===== src/rtl/fetch_sched_pkg.sv =====
// Purpose: shared constants and FSM encoding for the fetch scheduler.
// Latency: n/a (declarations only).
// Backpressure: n/a.
// Contents: RESET_PC default, ADEF exception code, scheduler state encoding.
// Optional feature macro: FETCH_ADEF_EN (adds the HALT state).
package fetch_sched_pkg;

    localparam logic [31:0] RESET_PC_DEFAULT = 32'h1c00_0000;
    localparam logic [3:0]  EXCP_ADEF        = 4'h8;

`ifdef FETCH_ADEF_EN
    typedef enum logic [1:0] {
        ST_BOOT = 2'd0,
        ST_RUN  = 2'd1,
        ST_HALT = 2'd2
    } state_t;
`else
    typedef enum logic [1:0] {
        ST_BOOT = 2'd0,
        ST_RUN  = 2'd1
    } state_t;
`endif

endpackage


===== src/rtl/fetch_fifo.sv =====
// Purpose: small synchronous FIFO with a synchronous clear, head shown combinationally.
// Latency: a push is visible at the head the cycle after it is written.
// Backpressure: push ignored when full, pop ignored when empty; the caller bounds occupancy.
// Ports: clk/reset (sync, active-low), clear (drop all entries), push/push_dat,
//        pop, head_dat (zero while empty), empty, full.
module fetch_fifo #(
    parameter int WIDTH = 32,
    parameter int DEPTH = 2
) (
    input  logic             clk,
    input  logic             reset,
    input  logic             clear,
    input  logic             push,
    input  logic [WIDTH-1:0] push_dat,
    input  logic             pop,
    output logic [WIDTH-1:0] head_dat,
    output logic             empty,
    output logic             full
);

    localparam int AW = (DEPTH > 1) ? $clog2(DEPTH) : 1;

    // Pointers carry one extra wrap bit so full and empty are distinguishable.
    logic [AW:0]      wr_ptr;
    logic [AW:0]      rd_ptr;
    logic [WIDTH-1:0] mem [DEPTH];

    assign empty    = (wr_ptr == rd_ptr);
    assign full     = (wr_ptr[AW] != rd_ptr[AW]) && (wr_ptr[AW-1:0] == rd_ptr[AW-1:0]);
    // Zero while empty so downstream sees a clean value after reset and flush.
    assign head_dat = empty ? '0 : mem[rd_ptr[AW-1:0]];

    always_ff @(posedge clk) begin
        if (!reset) begin
            wr_ptr <= '0;
            rd_ptr <= '0;
        end else if (clear) begin
            wr_ptr <= '0;
            rd_ptr <= '0;
        end else begin
            if (push && !full)
                wr_ptr <= wr_ptr + 1'b1;
            if (pop && !empty)
                rd_ptr <= rd_ptr + 1'b1;
        end
    end

    always_ff @(posedge clk) begin
        if (push && !full)
            mem[wr_ptr[AW-1:0]] <= push_dat;
    end

endmodule


===== src/rtl/fetch_sched.sv =====
// Purpose: fetch address generator / icache issue / address-instruction pairing for IF.
// Latency: accepted request at T shows vaddr at T+1; response at T shows inst at T+1.
// Backpressure: req_valid drops once MAX_OUT entries (live + to-be-discarded) are pending.
// Ports: clk, reset (sync, active-low); excp/ertn/br flush + targets; icache req_valid/
//        req_addr/req_ready and rsp_valid/rsp_inst; IF head vaddr/vaddr_valid/inst/
//        inst_valid/excp_o/excp_num_o and is_fire (consume head).
// Optional feature macro: FETCH_ADEF_EN (misaligned-PC fetch exception + HALT).
module fetch_sched
    import fetch_sched_pkg::*;
#(
    parameter logic [31:0] RESET_PC = RESET_PC_DEFAULT,
    parameter int          MAX_OUT  = 2
) (
    input  logic        clk,
    input  logic        reset,
    input  logic        excp_flush,
    input  logic [31:0] excp_entry,
    input  logic        ertn_flush,
    input  logic [31:0] era,
    input  logic        br_flush,
    input  logic [31:0] br_target,
    output logic        req_valid,
    output logic [31:0] req_addr,
    input  logic        req_ready,
    input  logic        rsp_valid,
    input  logic [31:0] rsp_inst,
    output logic [31:0] vaddr,
    output logic        vaddr_valid,
    output logic [31:0] inst,
    output logic        inst_valid,
    output logic        excp_o,
    output logic [3:0]  excp_num_o,
    input  logic        is_fire
);

    localparam int              CW      = $clog2(MAX_OUT + 1) + 1;
    localparam logic [CW-1:0]   MAX_CNT = CW'(MAX_OUT);
`ifdef FETCH_ADEF_EN
    localparam int AFW = 33;   // {excp flag, address}
`else
    localparam int AFW = 32;
`endif

    state_t          state_q, state_d;
    logic [31:0]     pc_q;
    logic [CW-1:0]   out_q;    // issued (or pseudo-entry) not yet consumed by IF
    logic [CW-1:0]   infl_q;   // accepted by icache, response still owed, not squashed
    logic [CW-1:0]   disc_q;   // responses owed to squashed requests

    logic            flush;
    logic [31:0]     flush_tgt;
    logic            room;
    logic            acc;
    logic            adef_issue;
    logic            fire;
    logic            rsp_keep;
    logic            rsp_drop;
    logic            push_a;
    logic            push_i;
    logic [AFW-1:0]  a_push_dat;
    logic [AFW-1:0]  a_head;
    logic [31:0]     i_push_dat;
    logic            a_empty, a_full;
    logic            i_empty, i_full;

    assign flush     = excp_flush | ertn_flush | br_flush;
    assign flush_tgt = excp_flush ? excp_entry : (ertn_flush ? era : br_target);

    // Squashed responses still occupy icache slots, so they count against the bound.
    assign room = (out_q + disc_q) < MAX_CNT;

    always_comb begin
        state_d    = state_q;
        req_valid  = 1'b0;
        adef_issue = 1'b0;
        case (state_q)
            ST_BOOT: state_d = ST_RUN;
            ST_RUN: begin
`ifdef FETCH_ADEF_EN
                if (pc_q[1:0] != 2'b00) begin
                    // Wait until all real responses are back so the zero
                    // pseudo-instruction lands behind them in order.
                    adef_issue = room && (infl_q == '0);
                    if (adef_issue)
                        state_d = ST_HALT;
                end else begin
                    req_valid = room;
                end
`else
                req_valid = room;
`endif
            end
`ifdef FETCH_ADEF_EN
            ST_HALT: state_d = ST_HALT;
`endif
            default: state_d = ST_BOOT;
        endcase
        if (flush)
            state_d = ST_RUN;
    end

    always_ff @(posedge clk) begin
        if (!reset)
            state_q <= ST_BOOT;
        else
            state_q <= state_d;
    end

    assign acc      = req_valid & req_ready;
    assign fire     = is_fire & ~flush;
    assign rsp_keep = rsp_valid & (disc_q == '0);
    assign rsp_drop = rsp_valid & (disc_q != '0);

    always_ff @(posedge clk) begin
        if (!reset) begin
            pc_q   <= RESET_PC;
            out_q  <= '0;
            infl_q <= '0;
            disc_q <= '0;
        end else if (flush) begin
            pc_q   <= flush_tgt;
            out_q  <= '0;
            infl_q <= '0;
            // Everything still owed by the icache, including a request accepted
            // this very cycle, minus a response arriving this cycle.
            disc_q <= disc_q + infl_q + CW'(acc) - CW'(rsp_valid);
        end else begin
            if (acc)
                pc_q <= pc_q + 32'd4;
            out_q  <= out_q + CW'(push_a) - CW'(fire);
            infl_q <= infl_q + CW'(acc) - CW'(rsp_keep);
            disc_q <= disc_q - CW'(rsp_drop);
        end
    end

    assign push_a     = acc | adef_issue;
    assign push_i     = rsp_keep | adef_issue;
    assign i_push_dat = adef_issue ? 32'h0 : rsp_inst;
`ifdef FETCH_ADEF_EN
    assign a_push_dat = {adef_issue, pc_q};
`else
    assign a_push_dat = pc_q;
`endif

    fetch_fifo #(.WIDTH(AFW), .DEPTH(MAX_OUT)) u_addr_fifo (
        .clk      (clk),
        .reset    (reset),
        .clear    (flush),
        .push     (push_a),
        .push_dat (a_push_dat),
        .pop      (fire),
        .head_dat (a_head),
        .empty    (a_empty),
        .full     (a_full)
    );

    fetch_fifo #(.WIDTH(32), .DEPTH(MAX_OUT)) u_inst_fifo (
        .clk      (clk),
        .reset    (reset),
        .clear    (flush),
        .push     (push_i),
        .push_dat (i_push_dat),
        .pop      (fire),
        .head_dat (inst),
        .empty    (i_empty),
        .full     (i_full)
    );

    assign req_addr    = pc_q;
    assign vaddr       = a_head[31:0];
    assign vaddr_valid = ~a_empty;
    assign inst_valid  = ~i_empty;
`ifdef FETCH_ADEF_EN
    assign excp_o      = a_head[32];
    assign excp_num_o  = a_head[32] ? EXCP_ADEF : 4'h0;
`else
    assign excp_o      = 1'b0;
    assign excp_num_o  = 4'h0;
`endif

`ifndef SYNTHESIS
    always @(posedge clk) begin
        if (reset && fire)
            assert (!a_empty && !i_empty)
                else $error("fetch_sched: is_fire while head pair incomplete");
        if (reset && !flush && push_a)
            assert (!a_full) else $error("fetch_sched: address fifo overflow");
        if (reset && !flush && push_i)
            assert (!i_full) else $error("fetch_sched: instruction fifo overflow");
    end
`endif

endmodule


===== config.mk =====
export PLATFORM = sky130hd
export DESIGN_NAME = fetch_sched
export DESIGN_NICKNAME = d
export VERILOG_FILES = /design/src/rtl/fetch_sched_pkg.sv /design/src/rtl/fetch_fifo.sv /design/src/rtl/fetch_sched.sv
export SDC_FILE = /design/constraint.sdc
export NUM_CORES = 1
export LEC_CHECK = 0
export ABC_AREA = 1
export BUFFER_PORTS_ARGS = -buffer_cell sky130_fd_sc_hd__clkbuf_2
export CAP_MARGIN = 10
export CORE_UTILIZATION = 40
export CTS_CLUSTER_DIAMETER = 80
export CTS_CLUSTER_SIZE = 14
export DETAILED_ROUTE_END_ITERATION = 8
export GPL_TIMING_DRIVEN = 0
export HOLD_SLACK_MARGIN = 0.08
export PLACE_DENSITY = 0.61
export SLEW_MARGIN = 10
export SYNTH_ARGS = -nofsm -noshare
export SYNTH_HDL_FRONTEND = slang
export SYNTH_SLANG_ARGS = --single-unit

===== constraint.sdc =====
create_clock -name clk -period 4.2 [get_ports clk]
set_clock_uncertainty 0.1 [all_clocks]
set_input_delay 0.84 -clock clk [delete_from_list [all_inputs] [get_ports clk]]
set_output_delay 0.84 -clock clk [all_outputs]
set_load 0.02 [all_outputs]

Yosys cells after proc, flatten, opt, wreduce, memory -nomap -nowiden:

Memories as Yosys holds them, arrays and structs flattened. A register that Yosys moved wholly into a read port is not among the register bits.
Cells that the tools add are included.

* add/sub/neg operators: 14
* order comparisons: 1
* eq/ne operators: 8
* multiplexer cells: 18
* bitwise operators: 10
* reductions and logical operators: 15

Operators by type and width (count)
* $mux 32: 6
* $add 32x3->32 const B: 1
* $sub 3x1->3: 4
* $mux 1: 10
* $add 3x1->3: 3
* $add 2x1->2 const B: 4
* $add 3x3->3: 2
* $logic_and 1x1->1: 6
* $and 1x1->1: 4
* $eq 2x2->1: 2
* $logic_not 1->1: 4
* $not 1->1: 4
* $pmux 2 s2: 1
* $logic_not 3->1: 1
* $lt 3x2->1 const B: 1
* $mux 3: 1
* $reduce_bool 3->1: 1
* $eq 1x1->1: 2
* $eq 2x1->1 const B: 1
* $logic_not 2->1: 1
* $ne 1x1->1: 2
* $ne 2x2->1 const B: 1
* $or 1x1->1: 2
* $reduce_bool 2->1: 1
* $reduce_or 2->1: 1

* bits in registers: 51
* RAM bits: 128
* bits of input ports: 136
* output and inout bits: 104
* memories kept: 2

Memory list
* u_addr_fifo.mem: words 2, width 32, read ports 1, clocked after Yosys merged registers in 1, write ports 1, line fetch_fifo.sv:26 `logic [WIDTH-1:0] mem [DEPTH];`
* u_inst_fifo.mem: words 2, width 32, read ports 1, clocked after Yosys merged registers in 1, write ports 1, line fetch_fifo.sv:26

Longest topological paths before layout:

Gate-level depths: netlist of run 1.

* depth in word-level cells: 7
* gate-level depth with buffers: 13
* mapped depth without buffers: 13

Modules after synthesis:

Synthesis of run 1 repeated with hierarchy kept, for this count alone.

* cell total of the unflattened synthesis: 1054
* area total of the unflattened synthesis: 9235.1 µm²

Modules (own cells, without submodules)
* fetch_fifo: times used 2, cells an instance 219, area each 2783.9 µm², seq. area each 2021.9 µm²
* fetch_sched: times used 1, cells an instance 616, area each 3667.3 µm², seq. area each 840.8 µm²

Worst setup path after synthesis of run 1:

OpenSTA, ideal clock, no wires.

* path kind: reg2reg
* start: register out_q[1]
* end: memory u_addr_fifo.mem[1][0], enable pin
* setup time: 0.421 ns
* arrival time: 2.774 ns
* data required time: 3.679 ns
* path slack: 0.905 ns
* stages on the path, launching flop included: 10
* cell sequence: dfxtp_1 > inv_1 > fa_1 > inv_1 > nand3_1 > nand2_2 > nand3_4 > inv_2 > nand2_1 > nor2_1

* word-level cells in the longest chain between the ends: 7

RTL lines
* start, declared: line fetch_sched.sv:46 `logic [CW-1:0] out_q;`
* start signal, assigned: line fetch_sched.sv:130 `out_q <= out_q + CW'(push_a) - CW'(fire);`
* $add 3x3->3: line fetch_sched.sv:70 `assign room = (out_q + disc_q) < MAX_CNT;`
* $lt 3x2->1: line fetch_sched.sv:70
* $mux 1: line fetch_sched.sv:76 `case (state_q)`
* $and 1x1->1: line fetch_sched.sv:109 `assign acc = req_valid & req_ready;`
* $logic_and 1x1->1: line fetch_fifo.sv:49 `if (push && !full)`
* $mux 1: line fetch_fifo.sv:49
* $mux 1 (implied by the code): line fetch_fifo.sv:50 `mem[wr_ptr[AW-1:0]] <= push_dat;`
* end, declared: line fetch_fifo.sv:26

No other way between the ends.

Worst setup path in the final report of run 1:

* start: register u_addr_fifo.wr_ptr[0]
* end: output port vaddr[17]

* word-level cells in the longest chain between the ends: 2

RTL lines
* start, declared: line fetch_fifo.sv:24 `logic [AW:0] wr_ptr;`
* start signal, assigned: line fetch_fifo.sv:42 `wr_ptr <= wr_ptr + 1'b1;`
* $eq 2x2->1: line fetch_fifo.sv:28 `assign empty = (wr_ptr == rd_ptr);`
* $mux 32: line fetch_fifo.sv:31 `assign head_dat = empty ? '0 : mem[rd_ptr[AW-1:0]];`
* end, declared: line fetch_sched.sv:27 `output logic [31:0] vaddr,`

No other way between the ends.

==> results.md, run 1 <==
* Hold Fails Final Rpt at 0
* GR Overflow Total at 0
* Crit path required time at 3260 ps
* CP top delay family: buffers and inverters
* Primary FF master, synth: edfxtp_1
* Vias in the first global route at 7461
* GRT Util Overall at 0.236
* Max Slew Vio Count at 0
* R2R Path Start: out_q[1]$_SDFF_PP0_
* Initial Util at 0.414
* Worst slew pin tran at 733 ps
* Fin util at 0.518
* Worst min-delay path class: flip-flop to flip-flop
* Area Overhead vs Synth at 25.2%
* FMAX at 0.332 GHz
* Worst path slowest cell: clkbuf_1
* Setup Fix Bufs, Post-CTS at 0
* Synth Register Bits at 180
* Die W at 150 um
* Htree depth at 4
* DR DRC count at 0
* Slowest Stage Delay on Critical Path at 430 ps
* Via density at 5.00
* Critical path fanouts, max at 10
* Tmin final at 3010 ps
* Pre-CTS setup slack at 1060 ps
* CTS buffer count at 17
* Routed Antenna Nets at 0
* Worst path bufs/invs at 3
* Post-synthesis sequential area ratio at 0.555
* Row count at 53
* Clock tree sinks at 180
* Root Driver: clkbuf_16
* Starting DRT DRC Count at 497
* Finished Cell Area at 0.0110 mm^2
* CORE AREA at 0.0213 mm^2
* Run status: finished, final reports clean
* Final nets at 1425
* EDFF count, synth at 128
* Post-synth top area share at 0.437
* CP Capture Type: output pin
* Max clock buf depth at 2
* Die area at 0.0226 mm^2
* Peak VDD IR at 259 uV
* Ratio of cells with drive above 1 in the final layout at 0.236
* Largest net degree at the start of global routing at 33
* Mapped Area at 0.00880 mm^2
* First-pass GRT wire length at 40.0 mm
* Pwr/cell area at 402 mW/mm^2
* Cell type with the largest total area after synthesis: edfxtp_1
* I/O pin count at 240
* Startpoint Class: flip-flop
* Gate Count Post-Synth at 1016
* Crit path cell chain: xnor2_1 > nand2_1 > inv_1 > clkbuf_1 > a21oi_1 > clkbuf_2
* Critical path startpoint: u_addr_fifo.wr_ptr[0]$_SDFFE_PP0P_
* Data arrival, critical path at 2070 ps
* Relative slew margins at 0.511
* Max-cap violations at 0
* Routability Congestion at 0.913
* Hold_sp: u_addr_fifo.wr_ptr[1]$_SDFFE_PP0P_
* Critical path type: flip-flop to output pin
* Clk_lat worst skew at 430 ps
* TritonCTS clock tree: done
* Routed WL at 25.9 mm
* DIE HEIGHT at 150 um
* Avg Inst Size Synth at 8.66 um^2
* Initial antenna violation count at 0
* Antenna diodes at 0
* RSZ-0062 raised after global routing: no
* Port Buffer Count at 233
* Leak at 4.65 nW
* Final setup vio count at 0
* TritonRoute pass-1 iters at 5
* Worst-path clk slew at 70 ps
* FFs w/ async S/R, synth at 0
* Library cells used by synthesis at 40
* Placed Area at 0.0104 mm^2
* Ys Warns at 0
* Final Cycle Share at 0.717
* CTS Hold Buffers Added at 0
* Post_cts resized at 0
* WL/cell at 16.6 um
* Placed wire-length estimate at 19.7 mm
* Via Count at 7818
* Worst setup margin at 1190 ps
* Largest cells by area after synthesis: edfxtp_1, nand2_1, dfxtp_1
==> kinds of logic after synthesis <==
| logic type | after synthesis | synth area share |
|---|---|---|
| xor+xnor | 16 | 0.0159 |
| compound gates | 213 | 0.127 |
| flops | 180 | 0.555 |
| fa+ha+maj | 14 | 0.0242 |
| other cells | 1 | 0.000426 |
| buf+inv | 121 | 0.0605 |
| simple gates | 471 | 0.217 |
==> synthesized netlist by cell type, types with 2 or more instances <==
cell and n:
nand2_1 312, edfxtp_1 128, a21oi_1 125, nor2_1 102
o21ai_0 65, inv_1 62, dfxtp_1 52, clkbuf_1 34
nand3_1 30, ha_1 9, o211ai_1 9, buf_2 8
buf_4 8, xnor2_1 8, xor2_1 8, nand3b_1 7
fa_1 5, nor3_1 5, a31oi_1 4, o21a_1 4
buf_6 3, inv_2 3, nand4_1 3, and3_1 2
nand2_2 2, nor2_4 2, o21bai_1 2, or2_2 2
==> power breakdown <==
part	internal (mW)	leakage [nW]	total, mW	switching [mW]
combinational	0.250	2.76	0.678	0.429
clock	0.845	0.288	1.57	0.728
sequential	2.07	1.61	2.18	0.105
==> final cells by class <==
cell class	instances	area [um^2]
fill	2101	10300
sequential	180	4880
multi-input combinational	719	3420
timing repair buffer	236	1250
clock buffer	17	425
tap	275	344
buffer	55	280
inverter	66	253
clock inverter	15	165
==> layer usage <==
layer / vias to the layer above / GRT usage / share of wire
met1: 3576 / 0.317 / 0.44
li1: 3896 / - / -
met5: - / 0 / 0
met4: 0 / 0.0793 / 0.020
met2: 317 / 0.383 / 0.47
met3: 29 / 0.0436 / 0.069
==> sequential cells by signal, summed over array words and instances, names as in the netlist, named ones only <==
name / flops
out_q: 3
u_inst_fifo.mem: 64
infl_q: 3
u_inst_fifo.wr_ptr: 2
u_addr_fifo.rd_ptr: 2
state_q: 1
u_addr_fifo.mem: 64
req_addr: 32
disc_q: 3
u_inst_fifo.rd_ptr: 2
u_addr_fifo.wr_ptr: 2
==> through the flow <==
| stage | hold WS, ps | TNS [ps] | power (mW) | cells |
|---|---|---|---|---|
| after floorplan | 381 | 0 | 2.60 | 1020 |
| after global placement | 393 | -11620 | 2.86 | 1528 |
| after detailed placement | 401 | 0 | 2.89 | 1531 |
| after CTS | 412 | 0 | 4.45 | 1563 |
| after global routing | 441 | 0 | 4.62 | 1563 |
| final | 409 | 0 | 4.43 | 1563 |
==> worst register-to-register path: stages, from the launching register on <==
cell and delay [ps]:
dfxtp_1 310, inv_1 90, fa_1 570, nand2_1 80
inv_1 110, nand3_4 200, ha_1 350, inv_1 40
ha_1 180, fa_1 370, xnor2_1 190, xor2_1 170
nor2_1 60
==> worst paths after layout <==
path | end | slack [ps] | cells after the start
hold reg to reg | u_addr_fifo.wr_ptr[1]$_SDFFE_PP0P_ | 410 | 2
setup reg to reg | out_q[2]$_SDFF_PP0_ | 1270 | 12
hold / removal | u_addr_fifo.wr_ptr[1]$_SDFFE_PP0P_ | 410 | 2
setup / recovery | vaddr[17] | 1190 | 6
==> layout by cell type, fill, tap and decap left out, types with 9 or more instances in the layout <==
cell	count
nor2_1	99
dfxtp_1	52
clkbuf_1	34
edfxtp_1	128
nand3_1	30
clkbuf_16	17
inv_1	61
o211ai_1	9
o21ai_0	65
a21oi_1	125
clkbuf_2	233
ha_1	9
nand2_1	312
Note: power is estimated with default switching activity, not from simulation.
==> run 2, diff against run 1 <==
- ABC_AREA: 1 -> 0
- clock period: 4.2 -> 2.9 ns (I/O delays scaled with it)
==> run 2 against run 1 <==
Net effect:
- setup slack got worse by 1100 ps
- cell count fell by 15%
- core utilization rose by 0.34 points
- via count fell by 11%
- critical path type is now flip-flop to flip-flop
- largest power group unchanged
- highest routed layer unchanged
==> results.md, run 2 <==
* Run status: finished, final reports clean
* GRT Util Overall at 0.222 (-0.0141)
* TritonCTS clock tree: done
* Met2 WL at 11.8 mm (-2.3%)
* Pwr/cell area at 596 mW/mm^2 (+48%)
* Final nets at 1184 (-17%)
* Met3 WL post-DR at 1.94 mm (+8.0%)
* Primary FF master, synth: edfxtp_1
* Initial antenna violation count at 0 (unchanged)
* WL/cell at 18.5 um (+11%)
* Ys Warns at 0 (unchanged)
* Clk_lat worst skew at 430 ps (about the same)
* Crit path required time at 3100 ps (-160 ps)
* Library cells used by synthesis at 73 (+83%)
* Routed WL at 24.4 mm (-5.8%)
* Via Count at 6984 (-11%)
* Routed Antenna Nets at 0 (unchanged)
* CORE AREA at 0.0212 mm^2 (-0.62%)
* Mapped Area at 0.00866 mm^2 (-1.6%)
* Post-synthesis sequential area ratio at 0.564 (+0.00930)
* Relative slew margins at 0.360 (-0.150)
* Max clock buf depth at 2 (unchanged)
* Highest routed layer: met4
* Hold slack at 238 ps (-171 ps)
* Worst slew pin tran at 959 ps (+226 ps)
* Critical path fanouts, max at 17 (+7)
* Max-cap violations at 0 (unchanged)
* CTS buffer count at 17 (unchanged)
* Die W at 149 um (-0.81%)
* Final setup vio count at 0 (unchanged)
* Worst path slowest cell: xor3_2
* RSZ-0062 raised after global routing: yes
* Metal-1 WL at 10.2 mm (-11%)
* EDFF count, synth at 128 (unchanged)
* Most common cell after layout, fill and taps aside: clkbuf_2
* Placed wire-length estimate at 18.2 mm (-7.8%)
* Die area at 0.0222 mm^2 (-1.6%)
* GR Overflow Total at 0 (unchanged)
* Top cells by instance count after synthesis: edfxtp_1, nor2_1, mux2i_1
* Finished Cell Area at 0.0110 mm^2 (about the same)
* Synth Register Bits at 180 (unchanged)
* Placed Area at 0.0103 mm^2 (-1.6%)
* CP top delay family: adder cells
* Gate Count Post-Synth at 768 (-24%)
* Most frequent cells in the layout: clkbuf_2, edfxtp_1, nor2_1
* Port Buffer Count at 233 (unchanged)
* Final Cycle Share at 0.981
* CP Capture Type: flip-flop
* Crit path cell chain: inv_2 > fa_2 > xor3_2 > nand3_4 > inv_8 > fa_2 > fa_2 > xnor2_1 > o21ai_1 > xnor2_1 > nor2_1
* DR DRC count at 0 (unchanged)
* CP dominant cell by count: fa_2
* Area Overhead vs Synth at 27.4%
* Cell type with the largest total area after synthesis: edfxtp_1
* Leak at 4.45 nW (-4.5%)
* DIE HEIGHT at 149 um (-0.81%)
* Worst min-delay path class: input port to flip-flop
* Worst path bufs/invs at 2 (-1)
* TritonRoute pass-1 iters at 5 (unchanged)
* Routability Congestion at 0.854 (-6.5%)
* Startpoint Class: flip-flop
* Tmin final at 2850 ps
* Worst-path clk slew at 70 ps (about the same)
* Via density at 5.28 (+5.6%)
* Vias in the first global route at 6558 (-12%)
* First-pass GRT wire length at 36.9 mm (-7.8%)
* Ratio of cells with drive above 1 in the final layout at 0.335 (+0.0992)
* Htree depth at 4 (unchanged)
* Peak VDD IR at 362 uV (+40%)
* Initial Util at 0.409 (-0.00427)
* Antenna diodes at 0 (unchanged)
* Row count at 53 (unchanged)
* Max Slew Vio Count at 0 (unchanged)
* FFs w/ async S/R, synth at 0 (unchanged)
* Largest cells by area after synthesis: edfxtp_1, dfxtp_1, mux2i_1
* Starting DRT DRC Count at 451 (-9.3%)
* FMAX at 0.351 GHz
* Slowest Stage Delay on Critical Path at 420 ps (about the same)
* Post-synth top area share at 0.444 (+0.00732)
* Layout fillers at 1947 (-7.3%)
* Most frequent cell after synthesis: edfxtp_1
* Hold Fails Final Rpt at 0 (unchanged)
* Clock tree sinks at 180 (unchanged)
* Root Driver: clkbuf_16
* Largest net degree at the start of global routing at 35 (+6.1%)
* Critical path type: flip-flop to flip-flop
* I/O pin count at 240 (unchanged)
* Data arrival, critical path at 3040 ps (+970 ps)
* Avg Inst Size Synth at 11.3 um^2 (+30%)
-- run 2: changes by cell type in the layout (fill, tap and decap cells not counted), sizes merged, moves of 6 or more --
cell	before	now
a211oi	1	10
a21o	0	8
a21oi	126	41
a221oi	0	10
and2	0	9
and3	2	13
inv	73	36
mux2i	0	71
nand2	315	54
nand3	31	20
nor3	5	11
o21ai	65	23
xnor2	8	15
-- run 2: through the flow --
| stage | instances | setup TNS (ps) | utilization | setup slack (ps) | total power, mW |
|---|---|---|---|---|---|
| floorplan | 772 | 0 | - | 41.1 | 3.73 |
| global placement | 1280 | -60280 | 0.482 | -651 | 4.07 |
| detailed placement | 1283 | -1580 | 0.485 | -462 | 4.12 |
| CTS | 1315 | -158 | 0.517 | -88.0 | 6.57 |
| global route | 1322 | -68.9 | 0.521 | -58.8 | 6.85 |
| finish | 1322 | 0 | 0.521 | 54.6 | 6.57 |
-- run 2: layout make-up --
type	count	area [um^2]	share of cell area
well taps	275	344	0.0312
flip-flops and latches	180	4890	0.443
multi-input cells	506	3460	0.314
plain buffers	54	259	0.0235
clock buffers	17	425	0.0386
repair buffers	245	1310	0.119
inverters	30	120	0.0109
clock inverters	15	215	0.0195
-- run 2: repair_timing --
action,CTS,global route
pin swaps,1,8
endpoints found under the setup margin,42,73
gates resized for setup,9,25
hold buffers,0,0
setup buffers,1,9
-- run 2: power breakdown --
part	switching (mW)	leakage (nW)	internal, mW	total (mW)
sequential	0.122	1.60	2.99	3.11
combinational	0.585	2.54	0.423	1.01
clock	1.06	0.306	1.40	2.46
total	1.76	4.45	4.81	6.57
-- run 2: logic make-up (layout without fill, tap and decap cells) --
family                     Yosys count  count (layout)  synth area share
AOI/OAI and AO/OA                  140             140             0.114
xor gates and xnor gates            23              23            0.0251
adders and majority gates           14              14            0.0246
buffers and inverters               86             361            0.0435
DFF                                180             180             0.564
muxes                               72              72            0.0834
other                                1               5          0.000433
and+or+nand+nor                    252             252             0.145
-- run 2: layer usage --
metal / up-vias / track usage
li1: 3335 / -
met1: 3284 / 0.287
met2: 336 / 0.373
met3: 29 / 0.0456
met4: 0 / 0.0689
met5: - / 0
-- run 2: path summary, 6_finish.rpt --
path / from / endpoint / slack (ps) / depth (start not counted)
setup reg to reg: out_q[1]$_SDFF_PP0_ / disc_q[2]$_SDFF_PN0_ / 50 / 11
hold reg to reg: req_addr[4]$_SDFFE_PN0P_ / u_addr_fifo.mem[1][4]$_DFFE_PP_ / 400 / 0
setup / recovery: out_q[1]$_SDFF_PP0_ / disc_q[2]$_SDFF_PN0_ / 50 / 11
hold / removal: rsp_inst[28] / u_inst_fifo.mem[0][28]$_DFFE_PP_ / 240 / 1
